**config.mk**
```make
export PLATFORM = sky130hd
export DESIGN_NAME = ram_port_arbiter
export DESIGN_NICKNAME = d
export VERILOG_FILES = /design/src/rtl/ram_arb_pkg.sv /design/src/rtl/ram_sp_16x8.sv /design/src/rtl/ram_port_arbiter.sv
export SDC_FILE = /design/constraint.sdc
export NUM_CORES = 1
export LEC_CHECK = 0
export BUFFER_PORTS_ARGS = -buffer_cell sky130_fd_sc_hd__buf_4
export CORE_AREA = 3 3 125 127
export CTS_CLUSTER_SIZE = 20
export DETAILED_ROUTE_END_ITERATION = 8
export DIE_AREA = 0 0 128 130
export GPL_TIMING_DRIVEN = 0
export HOLD_SLACK_MARGIN = 0.03
export PLACE_DENSITY = 0.78
export REMOVE_ABC_BUFFERS = 1
export SYNTH_ARGS = -nofsm -noshare
export SYNTH_HDL_FRONTEND = slang
export SYNTH_HIERARCHICAL = 1
export SYNTH_SLANG_ARGS = --single-unit
```
**constraint.sdc**
```tcl
create_clock -name clk -period 5.45 [get_ports clk]
set_clock_uncertainty 0.05 [all_clocks]
set_input_delay 0.8175 -clock clk [delete_from_list [all_inputs] [get_ports clk]]
set_output_delay 0.8175 -clock clk [all_outputs]
set_load 0.1 [all_outputs]
```
**src/rtl/ram_arb_pkg.sv**
```systemverilog
// Shared constants, requester index type and grant-selection helpers for ram_port_arbiter.
// RAM_ARB_FIXED_PRIO_EN selects fixed_pick instead of rr_pick in the arbiter.
package ram_arb_pkg;

  localparam int unsigned DATA_W = 8;
  localparam int unsigned ADDR_W = 4;
  localparam int unsigned N_REQ  = 4;
  localparam int unsigned DEPTH  = 1 << ADDR_W;

  typedef logic [1:0] req_idx_t;

  // Search starts just after the previous winner and wraps, so the last winner goes last.
  function automatic logic [N_REQ-1:0] rr_pick(input logic [N_REQ-1:0] req,
                                               input req_idx_t          last_gnt);
    logic [N_REQ-1:0] g;
    logic             found;
    req_idx_t         idx;
    g     = '0;
    found = 1'b0;
    for (int unsigned k = 1; k <= N_REQ; k++) begin
      idx = req_idx_t'(32'(last_gnt) + k);
      if (!found && req[idx]) begin
        g[idx] = 1'b1;
        found  = 1'b1;
      end
    end
    return g;
  endfunction

  function automatic logic [N_REQ-1:0] fixed_pick(input logic [N_REQ-1:0] req);
    logic [N_REQ-1:0] g;
    logic             found;
    g     = '0;
    found = 1'b0;
    for (int unsigned k = 0; k < N_REQ; k++) begin
      if (!found && req[k]) begin
        g[k]  = 1'b1;
        found = 1'b1;
      end
    end
    return g;
  endfunction

  function automatic req_idx_t onehot_idx(input logic [N_REQ-1:0] oh);
    req_idx_t idx;
    idx = '0;
    for (int unsigned k = 0; k < N_REQ; k++) begin
      if (oh[k]) idx = req_idx_t'(k);
    end
    return idx;
  endfunction

endpackage

```
**src/rtl/ram_sp_16x8.sv**
```systemverilog
// Single-port synchronous RAM; a write also returns the written word on rdata.
// Asynchronous active-low reset clears every entry and the read register.
module ram_sp_16x8 #(
  parameter int unsigned DATA_W = ram_arb_pkg::DATA_W,
  parameter int unsigned ADDR_W = ram_arb_pkg::ADDR_W
) (
  input  logic              clk,
  input  logic              rst_n,
  input  logic              en,
  input  logic              we,
  input  logic [ADDR_W-1:0] addr,
  input  logic [DATA_W-1:0] wdata,
  output logic [DATA_W-1:0] rdata
);

  localparam int unsigned DEPTH = 1 << ADDR_W;

  logic [DATA_W-1:0] mem [DEPTH];

  always_ff @(posedge clk or negedge rst_n) begin
    if (!rst_n) begin
      for (int unsigned i = 0; i < DEPTH; i++) mem[i] <= '0;
      rdata <= '0;
    end else if (en) begin
      if (we) begin
        mem[addr] <= wdata;
        rdata     <= wdata;
      end else begin
        rdata <= mem[addr];
      end
    end
  end

endmodule

```
**src/rtl/ram_port_arbiter.sv**
```systemverilog
// Shares one 16x8 single-port RAM between four requesters, one access per cycle.
// Round-robin by default; define RAM_ARB_FIXED_PRIO_EN for fixed priority (0 highest).
module ram_port_arbiter
  import ram_arb_pkg::*;
#(
  parameter int unsigned DATA_W = ram_arb_pkg::DATA_W,
  parameter int unsigned ADDR_W = ram_arb_pkg::ADDR_W,
  parameter int unsigned N_REQ  = ram_arb_pkg::N_REQ
) (
  input  logic                    clk,
  input  logic                    rst_n,
  input  logic [N_REQ-1:0]        req,
  input  logic [N_REQ-1:0]        we,
  input  logic [N_REQ*ADDR_W-1:0] addr,
  input  logic [N_REQ*DATA_W-1:0] wdata,
  output logic [N_REQ-1:0]        gnt,
  output logic [N_REQ-1:0]        rvalid,
  output logic [DATA_W-1:0]       rdata,
  output logic                    busy
);

  req_idx_t          last_gnt;
  req_idx_t          win;
  logic              acc_en;
  logic              sel_we;
  logic [ADDR_W-1:0] sel_addr;
  logic [DATA_W-1:0] sel_wdata;

  always_comb begin
    gnt = '0;
`ifdef RAM_ARB_FIXED_PRIO_EN
    gnt = fixed_pick(req);
`else
    gnt = rr_pick(req, last_gnt);
`endif
  end

  // Winner's request fields steer the single RAM port.
  always_comb begin
    win       = onehot_idx(gnt);
    acc_en    = |req;
    sel_we    = we[win];
    sel_addr  = addr[win*ADDR_W +: ADDR_W];
    sel_wdata = wdata[win*DATA_W +: DATA_W];
  end

  ram_sp_16x8 #(
    .DATA_W (DATA_W),
    .ADDR_W (ADDR_W)
  ) u_ram (
    .clk   (clk),
    .rst_n (rst_n),
    .en    (acc_en),
    .we    (sel_we),
    .addr  (sel_addr),
    .wdata (sel_wdata),
    .rdata (rdata)
  );

  always_ff @(posedge clk or negedge rst_n) begin
    if (!rst_n) begin
      rvalid   <= '0;
      last_gnt <= req_idx_t'(N_REQ - 1);
      busy     <= 1'b0;
    end else begin
      rvalid <= gnt;
      busy   <= acc_en;
      if (acc_en) last_gnt <= win;
    end
  end

endmodule

```
* Word level (Yosys, flattened, before mapping) *
Cells that the tools add are included.

word-level totals
  output and inout bits = 17
  input port bits = 58
  bits in registers = 143

cells by class
  shift-type cells = 2
  bitwise operators = 4
  $lt $le $gt $ge = 11
  reductions and logical operators = 13
  add/subtract/negate cells = 4
  muxes and demuxes = 35

operator list
  kind                                                  count
  bitwise mux 128 bit                                   1
  binary-select mux 8 bit (select 4 bit)                1
  demux 8 bit (select 4 bit)                            1
  2-to-1 mux 8 bit                                      4
  indexed part select 32 x 6 -> 8 bit                   1
  2-to-1 mux 4 bit                                      4
  indexed part select 16 x 5 -> 4 bit                   1
  < comparator 2 x 3 -> 1 bit (second input constant)   5
  2-to-1 mux 1 bit                                      13
  OR 4 bit                                              3
  binary-select mux 1 bit (select 2 bit)                5
  demux 1 bit (select 2 bit)                            4
  >= comparator 2 x 1 -> 1 bit (second input constant)  4
  logical AND 1 bit                                     8
  >= comparator 5 bit (second input constant)           1
  < comparator 5 x 1 -> 1 bit (second input constant)   1
  inverter 4 -> 5 bit                                   1
  adder 2 x 1 -> 2 bit (second input constant)          2
  adder 2 bit (second input constant)                   2
  2-to-1 mux 2 bit                                      2
  OR reduction 4 bit                                    1
  logical NOT 1 bit                                     3
  AND reduction 2 bit                                   1

* Logic depth before layout (Yosys ltp) *
Gate-level depths: netlist (run 1).

  word-level depth = 23
  gate-level depth with buffers = 19

* Cells and area by module *
The synthesis (run 1) kept the hierarchy.

modules (own cells, without submodules)
  module            times used  area an instance (um2)  cells each
  ram_sp_16x8       1           6,254.7                 431
  ram_port_arbiter  1           1,119.8                 110

* Worst setup path before layout (run 1) *
Ideal clock, no wire load.

  path type = register to output
  start = reg last_gnt[0]
  end = out gnt[0]
  cell stages (with the launch flop) = 8
  setup slack = 1,018 ps
  arrival time = 3,564 ps
  cell sequence = dfstp_2 > buf_6 > inv_1 > ha_1 > mux4_2 > inv_1 > nand3_1 > a31oi_1

on the way
  longest elaborated chain between the ends = 13

RTL lines
  item                                                                                  line                    text
  from (decl)                                                                           ram_port_arbiter.sv:22  req_idx_t last_gnt;
  from (signal assigned)                                                                ram_port_arbiter.sv:63  last_gnt <= req_idx_t'(N_REQ - 1);
  from (signal assigned)                                                                ram_port_arbiter.sv:68  if (acc_en) last_gnt <= win;
  parallel branches: the longest is 12 deep, another holds < comparator 2 x 3 -> 1 bit  --
  2-to-1 mux 4 bit *                                                                    ram_arb_pkg.sv:22       if (!found && req[idx]) begin
  to (decl)                                                                             ram_port_arbiter.sv:16  output logic [N_REQ-1:0] gnt,

Every way passes the cells marked *. The select of a mux whose other input is x is not followed.

* Final worst setup path (run 1) *
  start = reg last_gnt[0]
  end = reg u_ram/mem[85] (netlist name)

RTL lines
  item                                                                                  line                    text
  parallel branches: the longest is 12 deep, another holds < comparator 2 x 3 -> 1 bit  --
  2-to-1 mux 4 bit *                                                                    ram_arb_pkg.sv:22
  2-to-1 mux 1 bit                                                                      ram_arb_pkg.sv:48       if (oh[k]) idx = req_idx_t'(k);
  2-to-1 mux 2 bit                                                                      ram_arb_pkg.sv:48
  2-to-1 mux 2 bit *                                                                    ram_arb_pkg.sv:48
  binary-select mux 1 bit (select 2 bit) *                                              ram_port_arbiter.sv:42  sel_we = we[win];
  2-to-1 mux 1 bit (not written as such) *                                              ram_port_arbiter.sv:42
  named net sel_we                                                                      ram_port_arbiter.sv:25  logic sel_we;
  AND reduction 2 bit (no line) *                                                       --
  to (signal, indexed assignment)                                                       ram_sp_16x8.sv:26       mem[addr] <= wdata;
  to (decl)                                                                             ram_sp_16x8.sv:18       logic [DATA_W-1:0] mem [DEPTH];

Mark *: on every way through the listed nets, which the timed path passes. The select of a mux whose other input is x is not followed.
A chain may end at the register's enable or synchronous reset.

==> results.tsv, run 1 <==
stage	metric	value	unit
worst_hold_path	hold crit path type	in2async	
placement	Post-Place Cells	764	
placement	Final HPWL DP	11.7	mm
clock_network	CTS tree	built	
synthesis	ys flop type	dfrtp_1	
timing	final setup fails	0	
layout	share of cells above drive strength 1	51.5	%
synthesis	flops & latches, synth	143	
synthesis	Adder-Cell Fraction of Synth Area	1.36	%
critical_path	crit start category	register	
clock_network	CTS buffer count	17	
critical_path	r2r startpoint	last_gnt[0]	
critical_path	Reg2Reg Depth	13	
synthesis	largest cells by area after synthesis	dfrtp_1 (48%), mux2_2 (20%), mux4_2 (5.8%)	
clock_network	clock sink total	143	
synthesis	Synth top area share	47.8	%
synthesis	Syn. warnings	6	
clock_network	hold_buf cts	0	
layout	Final nets	672	
clock_network	CTS root buffer	clkbuf_16	
floorplan	# rows	44	
timing	RSZ-0062 raised after global routing	no	
route	final wirelength	17.5	mm
timing	Slew @ Worst Pin	1350	ps
critical_path	Max stage delay on crit path	710	ps
floorplan	Core ar.	14500	um^2
synthesis	XOR/XNOR Fraction of Synth Area	0	%
layout	most common cell after layout, fill and taps aside	dfrtp_1	
timing	Slew headroom	10.2	%
clock_network	htree depth	4	
layout	# diodes	0	
placement	Final Wtd Congestion	0.883	
layout	Multi-input gate area	3640	um^2
timing	final hold vios	0	
critical_path	critical path's top delay family	simple AND/OR/NAND/NOR gates	
status	status	finished clean	
synthesis	Cell Area, Synth	7370	um^2
floorplan	die span in x	128	um
floorplan	initial core utilization	50.7	%
route	total iterations of the first detailed-routing run	4	
route	initial DRC count	348	
timing	Slew Viols, Final	0	
global_routing	vias in the first global route	5202	
route	Residual DRC	0	
critical_path	WP data required	5690	ps
timing	final worst path period need	5220	ps
synthesis	Synth Instances	541	
global_routing	first-pass GRT wire length	27.9	mm
global_routing	GRT Residual Overflow	0	
synthesis	largest family of logic cells by synthesized area	multiplexers	
run	# Max-Cap Violations	0	
clock_network	clk slew on worst S/H paths	60	ps
timing	fmax	0.192	GHz
critical_path	worst reg2reg endpoint	u_ram/mem[85]	
synthesis	Simple-Gate Fraction of Synth Area	5.40	%
synthesis	Synth cell types	57	
timing	crit share post-route	95.8	%
floorplan	I/O pin count	75	
critical_path	crit path buf inv count	3	
critical_path	CP max FO	18	
layout	Area Growth Syn to Fin	19.3	%
placement	Placed Area	8080	um^2
route	routed vias/inst	6.13	
layout	Finished Cell Area	8800	um^2
synthesis	mux contribution to synthesized area	30.9	%
critical_path	Crit. End Element	register	
layout	final-layout fill cell count	1093	
clock_network	Clock Latency Late Sink	410	ps
synthesis	top cell type by total area after synthesis	dfrtp_1	
layout	register area	3580	um^2
timing	worst hold slack	261	ps
layout	post-layout util	60.5	%
floorplan	Die ar.	16600	um^2
layout	fin cells	802	
synthesis	fraction of registers with async set/reset	100	%
synthesis	Avg Inst Size Synth	13.6	um^2
synthesis	register area share after synthesis	48.6	%
synthesis	EDFF count, synth	0	
synthesis	post-synthesis compound-gate area fraction	10.4	%
critical_path	R2R Setup Slk	230	ps
critical_path	Crit path top cell by count	buf_4	
route	DR vias	4917	
layout	commonest non-fill, non-tap cells in the layout	dfrtp_1 (141), mux2_2 (130), buf_4 (80)	
route	WL/cell	21.9	um
clock_network	Max clock buf depth	2	
placement	PortBufs	74	
global_routing	largest net degree at the start of global routing	106	
global_routing	total track usage	21.9	%
route	Final ANT Viol Nets	0	
global_routing	initial antenna violation count	0	
critical_path	CP Data Arrival Time	5460	ps
critical_path	slowest CP cell	dfstp_2	
critical_path	CP Cell Sequence	inv_1, ha_1, mux4_2, a221oi_2, o221ai_4, nor3_4, buf_4, buf_4, o2bb2ai_1, nand2_2, or3_1, nor2_2, mux2_2	
critical_path	Crit Path Class	reg2reg	
floorplan	die height	130	um
[cells by family after synthesis]
group	Yosys count
compound gates	91
fa+ha+maj	8
buf+inv	46
flops	143
mux	184
simple gates	69
[layer usage]
layer / vias to the layer above / track usage, % / routed length [um]
met3: 21 / 4.54 / 959
met1: 2561 / 28.3 / 7510
met2: 148 / 37.1 / 8740
met4: 0 / 7.24 / 336
li1: 2187 / - / -
met5: - / 0 / 0
[how the worst max path moves through the flow]
stage | from | to | cells after the start
2_1_floorplan | last_gnt[0] | u_ram/mem[0] | 11
3_3_place_gp | last_gnt[0] | u_ram/mem[34] | 11
3_5_place_dp | last_gnt[0] | u_ram/mem[85] | 12
4_1_cts | last_gnt[0] | u_ram/mem[103] | 13
5_1_grt | last_gnt[0] | u_ram/mem[85] | 13
6_report | last_gnt[0] | u_ram/mem[85] | 13
[cell usage after synthesis (all sizes together), types with 2 or more instances]
cell     number
or3           2
nand2         8
inv           7
a31oi         3
or2           4
clkbuf       17
o221ai        7
a211oi        6
a221oi       15
o21a          2
nor2         29
and2          3
o211ai        3
nor3          2
mux2i        27
o22ai        16
and2b         2
nand3b        3
buf          22
o2bb2ai      13
mux2        138
nand3         3
ha            8
dfstp         2
o21ai         5
nand2b        6
mux4         19
dfrtp       141
a21oi        16
nand4         2
[sequential cells by signal (all words and copies together) (netlist names)]
name and count:
busy 1, u_ram/rdata 8, u_ram/mem 128, rvalid 4, last_gnt 2
[worst register-to-register path, cell delays in order, from the launching register on]
cell       delay [ps]
dfstp_2           710
inv_1             150
ha_1              360
mux4_2            610
a221oi_2          380
o221ai_4          390
nor3_4            290
buf_4             170
buf_4             120
o2bb2ai_1         260
nand2_2           260
or3_1             480
nor2_2            460
mux2_2            410
[stage by stage]
stage | setup WS (ps) | setup TNS (ps)
detailed placement | -497 | -38870
CTS | 18.0 | 0
floorplan | -2820 | -328560
global placement | -5130 | -604220
finish | 231 | 0
global route | 21.8 | 0
[timing repair]
action | 4_1_cts | 5_1_grt
gates cloned | 0 | 0
endpoints found under the hold margin | 0 | 0
pin swaps | 1 | 1
resized for setup | 3 | 2
setup buffers | 5 | 2
endpoints found under the setup margin | 136 | 121
[layout make-up]
cell class                      count  share of cell area [%]
Clock buffer                       27                    6.06
Clock inverter                      4                   0.825
Inverter                            7                   0.355
Multi-Input combinational cell    352                    41.4
Sequential cell                   143                    40.7
Tap cell                          184                    2.62
Timing Repair Buffer               85                    8.03
Power of run 1 is left out: the tool's default activity adds up to more than one toggle a clock period on the data nets, which glitch-free logic cannot reach.
==> run 2, diff against run 1 <==
--- a/config.mk
+++ b/config.mk
@@ -13,6 +13,7 @@
 export GPL_TIMING_DRIVEN = 0
 export HOLD_SLACK_MARGIN = 0.03
 export PLACE_DENSITY = 0.78
+export RECOVER_POWER = 100
 export REMOVE_ABC_BUFFERS = 1
 export SYNTH_ARGS = -nofsm -noshare
 export SYNTH_HDL_FRONTEND = slang
==> results.tsv, run 2 (synthesis results as in run 1) <==
stage	metric	value	unit
floorplan	I/O pin count	75	
timing	RSZ-0062 raised after global routing	no	
route	DR vias	4968	
clock_network	hold_buf cts	0	
floorplan	initial core utilization	50.7	%
route	total iterations of the first detailed-routing run	5	
global_routing	vias in the first global route	5202	
placement	PortBufs	74	
critical_path	CP max FO	18	
global_routing	total track usage	21.9	%
global_routing	initial antenna violation count	0	
clock_network	CTS root buffer	clkbuf_16	
critical_path	crit path buf inv count	3	
critical_path	WP data required	5690	ps
layout	Largest Register	u_ram/mem	
timing	Slew headroom	-69.4	%
critical_path	R2R Setup Slk	240	ps
layout	commonest non-fill, non-tap cells in the layout	dfrtp_1 (141), mux2_2 (129), buf_4 (62)	
route	DR WL met3	1.03	mm
layout	max reg flops	128	
clock_network	clk slew on worst S/H paths	60	ps
layout	Largest regs	u_ram/mem: 128 flops, u_ram/rdata: 8 flops, rvalid: 4 flops	
clock_network	Clock Latency Late Sink	410	ps
placement	pre-CTS WS	-497	ps
critical_path	Crit. End Element	register	
critical_path	Max stage delay on crit path	720	ps
critical_path	CP Cell Sequence	inv_1, ha_1, mux4_2, a221oi_2, o221ai_4, nor3_4, buf_4, buf_4, o2bb2ai_1, nand2_2, or3_1, nor2_2, mux2_2	
route	Residual DRC	0	
placement	Final Wtd Congestion	0.883	
clock_network	CTS buffer count	17	
clock_network	clock sink total	143	
status	status	finished, violations left	
floorplan	Die ar.	16600	um^2
critical_path	CP Data Arrival Time	5450	ps
status	failing checks	capacitance limit, slew limit	
timing	Slew @ Worst Pin	2540	ps
route	wire length on met2	8.79	mm
floorplan	die span in x	128	um
timing	final hold vios	0	
route	Final ANT Viol Nets	0	
run	# Max-Cap Violations	2	
floorplan	Core ar.	14500	um^2
critical_path	slowest CP cell	dfstp_2	
timing	crit share post-route	95.6	%
placement	Placed Area	8080	um^2
layout	# diodes	0	
critical_path	Crit path top cell by count	buf_4	
floorplan	# rows	44	
clock_network	htree depth	4	
route	routed vias/inst	6.19	
route	WL/cell	21.9	um
global_routing	largest net degree at the start of global routing	106	
timing	final worst path period need	5210	ps
layout	most common cell after layout, fill and taps aside	dfrtp_1	
critical_path	CP startpoint	last_gnt[0]	
route	top sig layer	met4	
floorplan	die height	130	um
worst_hold_path	source of the worst hold timing path	u_ram/mem[117]	
clock_network	Max clock buf depth	2	
global_routing	first-pass GRT wire length	27.9	mm
route	final wirelength	17.6	mm
layout	share of cells above drive strength 1	46.8	%
global_routing	GRT Residual Overflow	0	
critical_path	Crit Path Class	reg2reg	
placement	Final HPWL DP	11.7	mm
timing	Slew Viols, Final	146	
route	initial DRC count	271	
worst_hold_path	hold crit path type	reg2reg	
clock_network	CTS tree	built	
critical_path	critical path's top delay family	simple AND/OR/NAND/NOR gates	
layout	Finished Cell Area	8670	um^2
timing	final setup fails	0	
layout	Final nets	672	
timing	fmax	0.192	GHz
route	met1 wire length	7.46	mm
critical_path	crit start category	register	
timing	fin worst setup slack	241	ps
timing	worst hold slack	443	ps
layout	Area Growth Syn to Fin	17.6	%
critical_path	r2r startpoint	last_gnt[0]	
[run 2: changes by cell type in the layout (fill, tap and decap cells not counted)]
cell and change:
clkbuf_1 +18, buf_16 -1, mux2_2 -1, or2_0 +1
buf_4 -18, mux2_1 +9, or2_2 -1, nor2_1 +1
nor2_2 -1, buf_6 -1, mux2_4 -8, clkbuf_2 +2
[run 2: final timing paths]
check | to | cells past startpoint
worst max-delay path | u_ram/mem[85] | 13
worst min-delay path | u_ram/mem[117] | 1
worst max register to register | u_ram/mem[85] | 13
worst min register to register | u_ram/mem[117] | 1
max in group asynchronous | busy | 2
min in group asynchronous | u_ram/mem[7] | 1
[run 2: timing repair]
action,4_1_cts,5_1_grt
resized for setup,3,2
setup endpoints to repair,136,121
setup buffers,5,2
pin swaps,1,1
[run 2: metal layers]
metal  track usage, %  vias to the layer above
met3             4.54                       21
li1                 -                     2184
met1             28.3                     2590
met2             37.1                      173
met4             7.24                        0
met5                0                        -
[run 2: layout make-up]
cell class                      instances  area (um^2)
Timing Repair Buffer                   85          611
Fill cell                            1129         5860
Sequential cell                       143         3580
Tap cell                              184          230
Clock inverter                          4         72.6
Multi-Input combinational cell        352         3610
Inverter                                7         31.3
Clock buffer                           27          533
[run 2: through the flow]
stage / TNS, ps / utilization [%] / cells
floorplan: -328560 / - / 502
global placement: -604220 / 54.7 / 760
detailed placement: -38870 / 55.6 / 764
CTS: 0 / 60.1 / 800
global route: 0 / 59.7 / 802
finish: 0 / 59.7 / 802
Power of run 2 is left out for the same reason.
==> run 3, diff against run 2 <==
==> constraint.sdc (replaced) <==
create_clock -name clk -period 5.55 [get_ports clk]
set_clock_uncertainty 0.05 [all_clocks]
set_input_delay 0.8325 -clock clk [delete_from_list [all_inputs] [get_ports clk]]
set_output_delay 0.8325 -clock clk [all_outputs]
set_load 0.1 [all_outputs]
==> results.tsv, run 3 (synthesis results as in run 1) <==
stage	metric	value	unit
run	# Max-Cap Violations	2	
placement	PortBufs	74	
critical_path	WP data required	5790	ps
timing	Slew @ Worst Pin	2530	ps
layout	share of cells above drive strength 1	46.1	%
critical_path	CP Data Arrival Time	5480	ps
route	WL/cell	21.9	um
critical_path	R2R Setup Slk	310	ps
floorplan	I/O pin count	75	
placement	Final Wtd Congestion	0.883	
layout	Final nets	672	
route	total iterations of the first detailed-routing run	5	
layout	most common cell after layout, fill and taps aside	dfrtp_1	
layout	Largest Register	u_ram/mem	
layout	Largest regs	u_ram/mem: 128 flops, u_ram/rdata: 8 flops, rvalid: 4 flops	
critical_path	critical path's top delay family	compound AO/OA/AOI/OAI gates	
floorplan	initial core utilization	50.7	%
route	Residual DRC	0	
critical_path	crit start category	register	
critical_path	crit path buf inv count	2	
layout	# diodes	0	
floorplan	# rows	44	
timing	crit share post-route	94.5	%
route	routed vias/inst	6.18	
clock_network	CTS buffer count	17	
critical_path	Crit path top cell by count	inv_1	
critical_path	worst reg2reg endpoint	u_ram/mem[85]	
timing	final setup fails	0	
route	initial DRC count	321	
floorplan	die span in x	128	um
clock_network	CTS tree	built	
route	DR vias	4959	
critical_path	Worst Setup EP	u_ram/mem[85]	
layout	Area Growth Syn to Fin	17.3	%
global_routing	total track usage	21.9	%
layout	post-layout util	59.5	%
critical_path	r2r startpoint	last_gnt[0]	
floorplan	Core ar.	14500	um^2
route	Final ANT Viol Nets	0	
clock_network	clock sink total	143	
timing	RSZ-0062 raised after global routing	no	
clock_network	clk slew on worst S/H paths	60	ps
timing	Slew Viols, Final	146	
global_routing	initial antenna violation count	0	
status	status	finished, violations left	
global_routing	vias in the first global route	5202	
critical_path	CP Cell Sequence	inv_1, ha_1, mux4_2, inv_1, o21ai_0, o221ai_4, a221oi_1, o2bb2ai_1, nand2_2, or3_1, nor2_2, mux2_2	
worst_hold_path	hold crit path type	reg2reg	
critical_path	Crit. End Element	register	
timing	fmax	0.191	GHz
clock_network	Clock Latency Late Sink	410	ps
critical_path	Max stage delay on crit path	710	ps
global_routing	largest net degree at the start of global routing	106	
placement	Final HPWL DP	11.7	mm
clock_network	Max clock buf depth	2	
critical_path	CP max FO	18	
floorplan	Die ar.	16600	um^2
critical_path	CP startpoint	last_gnt[0]	
clock_network	htree depth	4	
critical_path	Crit Path Class	reg2reg	
critical_path	Reg2Reg Depth	12	
clock_network	CTS root buffer	clkbuf_16	
global_routing	first-pass GRT wire length	27.9	mm
timing	final hold vios	0	
critical_path	slowest CP cell	dfstp_2	
timing	Fin Setup TNS	0	ps
layout	max reg flops	128	
critical_path	Levels on crit path	12	
timing	final worst path period need	5240	ps
status	failing checks	capacitance limit, slew limit	
timing	Slew headroom	-69.0	%
global_routing	GRT Residual Overflow	0	
floorplan	die height	130	um
layout	commonest non-fill, non-tap cells in the layout	dfrtp_1 (141), mux2_2 (129), buf_4 (62)	
route	final wirelength	17.6	mm
[run 3: cell counts in the layout (fill, tap and decap cells not counted)]
Identical to the previous run, type by type.
[run 3: worst reg2reg max path, delay by kind of cell, from the launching register on]
family                     cells  cell delay (ps)
adders and majority gates      1              360
DFF                            1              710
buffers and inverters          2              290
muxes                          2             1010
and+or+nand+nor                3             1220
AOI/OAI and AO/OA              4             1470
[run 3: worst min path at each step]
stage | depth (start not counted) | slack, ps | to | start
detailed placement | 1 | 440 | u_ram/mem[86] | u_ram/mem[86]
CTS | 1 | 280 | u_ram/mem[7] | rst_n
global placement | 1 | 430 | u_ram/mem[93] | u_ram/mem[93]
floorplan | 1 | 420 | u_ram/mem[60] | u_ram/mem[60]
global route | 1 | 450 | u_ram/mem[112] | u_ram/mem[112]
finish | 1 | 440 | u_ram/mem[112] | u_ram/mem[112]
[run 3: area by class of cell]
| type | count | area (um^2) |
|---|---|---|
| clock buffers | 27 | 533 |
| flip-flops and latches | 143 | 3580 |
| clock inverters | 4 | 72.6 |
| multi-input cells | 352 | 3590 |
| fillers | 1135 | 5890 |
| well taps | 184 | 230 |
| repair buffers | 85 | 609 |
| inverters | 7 | 31.3 |
[run 3: through the flow]
| step | setup WS (ps) | instances | instance area (um^2) | hold slack, ps |
|---|---|---|---|---|
| 6_report | 307 | 802 | 8650 | 444 |
| 2_1_floorplan | -2720 | 502 | 7160 | 424 |
| 3_3_place_gp | -5030 | 760 | 7950 | 432 |
| 3_5_place_dp | -397 | 764 | 8080 | 440 |
| 5_1_grt | 103 | 802 | 8650 | 454 |
| 4_1_cts | 118 | 800 | 8740 | 278 |
[run 3: routing by layer]
| layer | part of all wire [%] | track usage [%] |
|---|---|---|
| met4 | 1.8 | 7.24 |
| met2 | 50 | 37.1 |
| met3 | 4.9 | 4.54 |
| met1 | 43 | 28.3 |
| met5 | 0 | 0 |
[run 3: what timing repair did]
action | CTS | global route
pin swaps | 1 | 1
resized for setup | 3 | 2
setup endpoints to repair | 128 | 96
hold buffers | 0 | 0
cloned | 0 | 0
buffers inserted | 5 | 2
Power of run 3 is left out for the same reason.
